## src/rtl/sync_fifo.sv

```systemverilog
// Synchronous FIFO with registered occupancy count and
// a combinational head output.
module sync_fifo #(
    parameter int WIDTH = 17,
    parameter int DEPTH = 8
) (
    input  logic                     clk,
    input  logic                     rst_n,
    input  logic                     push,
    input  logic [WIDTH-1:0]         din,
    input  logic                     pop,
    output logic [WIDTH-1:0]         dout,
    output logic                     full,
    output logic                     empty,
    output logic [$clog2(DEPTH):0]   count
);

    localparam int AW = $clog2(DEPTH);
    localparam logic [AW:0] FULL_CNT = (AW+1)'(DEPTH);

    logic [WIDTH-1:0] mem [DEPTH];
    logic [AW-1:0]    wptr;
    logic [AW-1:0]    rptr;
    logic [AW:0]      cnt;
    logic             do_push;
    logic             do_pop;

    assign full    = (cnt == FULL_CNT);
    assign empty   = (cnt == '0);
    assign count   = cnt;
    assign dout    = mem[rptr];
    assign do_push = push && !full;
    assign do_pop  = pop && !empty;

    // Power-of-two depth lets the pointers wrap on natural overflow.
    always_ff @(posedge clk) begin
        if (!rst_n) begin
            wptr <= '0;
            rptr <= '0;
            cnt  <= '0;
        end else begin
            if (do_push)
                wptr <= wptr + 1'b1;
            if (do_pop)
                rptr <= rptr + 1'b1;
            if (do_push && !do_pop)
                cnt <= cnt + 1'b1;
            else if (do_pop && !do_push)
                cnt <= cnt - 1'b1;
        end
    end

    always_ff @(posedge clk) begin
        if (do_push)
            mem[wptr] <= din;
    end

endmodule

```

## config.mk

```make
export PLATFORM = sky130hd
export DESIGN_NAME = sync_fifo
export DESIGN_NICKNAME = d
export VERILOG_FILES = /design/src/rtl/sync_fifo.sv
export SDC_FILE = /design/constraint.sdc
export NUM_CORES = 1
export LEC_CHECK = 0
export CORE_AREA = 2 2 112 114
export CTS_BUF_LIST = sky130_fd_sc_hd__clkbuf_4 sky130_fd_sc_hd__clkbuf_8
export CTS_CLUSTER_SIZE = 28
export DETAILED_ROUTE_END_ITERATION = 10
export DIE_AREA = 0 0 114 116
export PLACE_DENSITY = 0.65
export SLEW_MARGIN = 20
export SYNTH_ARGS = -nofsm -noshare
export SYNTH_HDL_FRONTEND = slang
export SYNTH_SLANG_ARGS = --single-unit
export TNS_END_PERCENT = 20
```

## constraint.sdc

```tcl
create_clock -name clk -period 6.2 [get_ports clk]
set_input_delay 1.24 -clock clk [delete_from_list [all_inputs] [get_ports clk]]
set_output_delay 1.24 -clock clk [all_outputs]
set_load 0.02 [all_outputs]
```

# ---- Word level (Yosys, flattened, before mapping)
# Memory sizes are Yosys's and may differ from the RTL's. A register that Yosys moved wholly into a read port is not among the register bits.
# Cells that the tools add are included.
dict set report word_totals {
  n_memories 1
  ram_bits 136
  regBits 10
  out_inout_bits 23
  wordCells 25
}
dict set report classes {
  reduce_logical 10
  muxes 6
  n_addsub 4
  eq_ne 1
}
# memory depth word_bits rd rd_ports_with_merged_regs write_ports line_no
set memory_table {}
lappend memory_table {mem 8 17 1 1 1 21} ;# logic [WIDTH-1:0] mem [DEPTH];
# op n
set op_table {}
lappend op_table {{4-bit two-way mux} 2}
lappend op_table {{3-bit by 1-bit adder with 3-bit output, second input constant} 2}
lappend op_table {{3-bit two-way mux} 2}
lappend op_table {{4-bit by 1-bit adder with 4-bit output, second input constant} 1}
lappend op_table {{4-bit equality test, second input constant} 1}
lappend op_table {{1-bit logical AND} 4}
lappend op_table {{1-bit logical NOT} 4}
lappend op_table {{4-bit logical NOT} 1}
lappend op_table {{4-bit by 1-bit subtractor with 4-bit output, second input constant} 1}
lappend op_table {{1-bit two-way mux} 2}
lappend op_table {{2-bit nonzero test} 1}

# ---- Longest topological paths before layout
dict set report depth {
  word_depth 7
  mapped_depth 10
  depth_no_buf 10
}

# ---- Worst setup path after synthesis
# OpenSTA, ideal clock, no wires.
dict set report synth_path {
  path_type {input to register}
  startpoint {input port push}
  endpoint {memory mem[0][0] (enable)}
  required_time_ns 5.765
  stages 2
  path_slack_ns 2.802
  path_buffers 0
  arrival_time_ns 2.964
  path_cell_list {nand2_4 nor4_1}
}
dict set report synth_between {
  elab_chain_cells 3
}
# item line_no
set synth_lines {}
lappend synth_lines {{from (decl)} 9} ;# input logic push,
lappend synth_lines {{1-bit logical AND} 32} ;# assign do_push = push && !full;
lappend synth_lines {{1-bit two-way mux} 54} ;# if (do_push)
lappend synth_lines {{1-bit two-way mux (implied by the code)} 55} ;# mem[wptr] <= din;
lappend synth_lines {{to (decl)} 21}
# No other way between the ends.

==> flow_metrics.tcl <==
set metrics [dict create \
    crit_slowest_cell "dfxtp_2" \
    syn_to_final_growth_pct 18.35 \
    layout_setup_ws_ns 2.006 \
    design.die.area_sq_um 13220 \
    ctsHtreeMaxLevel 4 \
    min_period_ns 4.194 \
    die_w_microns 114 \
    vdd_drop_max_v 0.0002675 \
    p_int_w 0.002082 \
    port-buffer-count 43 \
    gp_congestion 0.6665 \
    post-route-util_pct 58.74 \
    antenna_cells 0 \
    syn-num-nets 297 \
    synthCells 270 \
    cp-end-kind "output pin" \
    n_fill_cell 855 \
    seq_area_sq_um 4347 \
    path_buf_inv 1 \
    dp_slack_ns 2.401 \
    status "complete, no violations" \
    leakagePower_nw 2.309 \
    p_sw_w 0.0007751 \
    grt-ovfl-total 0 \
    clock.fmax_ghz 0.2384 \
    fin_setup_tns_ns 0 \
    p_per_area_nw_per_um2 408.4 \
    rrSetupSlack_ns 3.40 \
    period_share_pct 67.65 \
    cp_cell_sequence "mux4_1 -> mux2_2 -> clkdlybuf4s50_1" \
    hold_buffers 0 \
    hold_viol_final 0 \
    hpwl_microns 5889 \
    track_usage_pct 16.98 \
    ys_seq_elements 149 \
    root_buffer "clkbuf_8" \
    busiest_layer "met2" \
    drv_slew 0 \
    grt_max_degree 35 \
    max_slew.worst_pin.slew_ns 1.041 \
    fin_nets 355 \
    fin_skew_ns 0.01451 \
    drtIter0Drc 116 \
    drt_first_pass_iters 5 \
    cts_resized 0 \
    p_total_w 0.002857 \
    initial_core_util_pct 49.63 \
    clockPowerShare_pct 29.1 \
    grt_use_met1_pct 22.55 \
    layout-drive-gt1-share_pct 20.53 \
    timing.rr.end "count[3]" \
    clk_latency_ns 0.42 \
    hp-class "flip-flop to flip-flop" \
    multi_input_area_sq_um 1504 \
    numCtsBuffers 17 \
    cpPeakStageDelay_ns 1.01 \
    switching_share_pct 27.13 \
    cts_tree "yes" \
    critPathTopFamily "flip-flops" \
    routed_wl_microns 10180 \
    relSlewSlack_pct 30.57 \
    cp_data_required_time_ns 4.96 \
    grt.met2_usage_pct 27.26 \
    avgSynthCellArea_sq_um 21.90 \
    maxCapViolCount 0 \
    clock-sinks 149 \
    std_cell_rows 40 \
    rsz0062_at_grt "no" \
    drc_errors 0 \
    cp-start-kind "flip-flop" \
    detail-route-antenna-nets 0 \
    synth_area_sq_um 5912 \
    die-height_microns 116 \
    reg2reg_depth 10 \
    grt_pass1_wl_microns 15980 \
    wire_per_inst_microns 20.85 \
    cp_num_cells 3 \
    drt-vias-per-instance 5.592 \
    cts_buffer_depth 2 \
    combPwrFrac_pct 25.4 \
    yosys_warnings 0 \
    core_area_sq_um 11910 \
    cp.arrival_ns 2.95 \
    clk_pin_slew_worst_paths_ns 0.08 \
    cts_setup_buffers 0 \
    crit_fanout 34 \
    ys_types 30 \
    vias 2729 \
    hold_slack_ns 0.5642 \
    grt_antenna_before_repair 0 \
    r2r-start "count[1]" \
    grt.met3_usage_pct 3.923 \
    crit_type "flip-flop to output pin" \
    io_pins 44 \
    ys_seq_area_share_pct 73.48 \
    setup_viol 0 \
    first_global_vias 2877 \
    cp-endpoint "dout[13]" \
    pwr-share-seq_pct 45.5 \
]
## cells in the final DEF (no fill, tap or decap), types with 2 or more instances in the layout
cell	count
edfxtp_1	136
dfxtp_1	11
buf_4	8
bufinv_16	5
nand3_1	2
clkdlybuf4s50_1	43
nand2_1	6
clkinvlp_4	3
nor2b_1	2
mux2_2	17
nor3_2	4
dfxtp_2	2
and2_1	7
mux2i_1	3
clkbuf_8	17
nor2_1	5
ha_1	5
clkinv_4	3
xnor2_1	5
clkbuf_4	2
mux4_2	4
nand2b_1	3
inv_1	4
mux4_1	30
## cell families after synthesis
family | share of synthesized area (%)
DFF | 73.48
muxes | 18.60
and+or+nand+nor | 3.111
buffers and inverters | 1.524
AOI/OAI and AO/OA | 0.9948
xor gates and xnor gates | 0.8889
adders and majority gates | 1.397
## power groups by stage
stage	logic [W]	clock network, W	registers [W]
floorplan	0.000536	0	0.00126
global placement	0.000718	0	0.00132
detailed placement	0.000732	0	0.00133
CTS	0.000736	0.000848	0.00131
global route	0.000781	0.000891	0.00132
finish	0.000726	0.000831	0.00130
## tightest hold or removal path, stage by stage, from the launching register on
cell	delay [ns]
dfxtp_1	0.32
mux2i_1	0.13
nor2b_1	0.07
## state kept, by name, indices dropped and copies added (netlist names), named ones only
register,cells
wptr,3
rptr,3
mem,136
count,4
## routing by layer
layer,share of wire (%),vias up
met5,0,-
met4,1.8,0
met3,3.2,12
met2,50,55
met1,45,1419
li1,-,1243
## cells in the mapped netlist
cell	number	share of area (%)
a211oi_1	1	0.13
a21boi_0	1	0.13
a21oi_1	1	0.085
a31oi_1	1	0.11
and2_1	7	0.74
buf_1	1	0.063
buf_6	4	0.76
clkbuf_1	7	0.44
dfxtp_1	13	4.4
edfxtp_1	136	69
fa_1	1	0.34
ha_1	5	1.1
inv_1	4	0.25
mux2_2	17	3.2
mux2i_1	3	0.51
mux4_1	30	13
mux4_2	4	1.5
nand2_1	6	0.38
nand2_4	1	0.19
nand2b_1	3	0.32
nand3_1	2	0.17
nor2_1	5	0.32
nor2b_1	2	0.21
nor3_1	4	0.34
nor4_1	2	0.21
o21ai_0	1	0.085
o41ai_4	1	0.47
or4b_4	1	0.23
xnor2_1	5	0.74
xor2_1	1	0.15
## metrics by stage
step                instance area [sq um]  cells
floorplan                            5912    270
global placement                     6540    456
detailed placement                   6540    456
CTS                                  6997    488
global route                         6997    488
finish                               6997    488
## area by class of cell
class | count | area share [%]
clock buffer | 19 | 3.559
tap | 147 | 2.629
sequential | 149 | 62.12
inverter | 4 | 0.2146
multi-input combinational | 105 | 21.49
timing repair buffer | 51 | 7.010
clock inverter | 13 | 2.969
## worst min-delay path by stage
stage | start | end | slack [ns] | depth (start not counted)
floorplan | wptr[1] | wptr[1] | 0.50 | 2
global placement | rptr[1] | flip-flop | 0.53 | 2
detailed placement | rptr[1] | flip-flop | 0.55 | 2
CTS | rptr[1] | flip-flop | 0.57 | 2
global route | rptr[1] | flip-flop | 0.59 | 2
finish | rptr[1] | flip-flop | 0.56 | 2
Power figures use the tool's default switching activity.
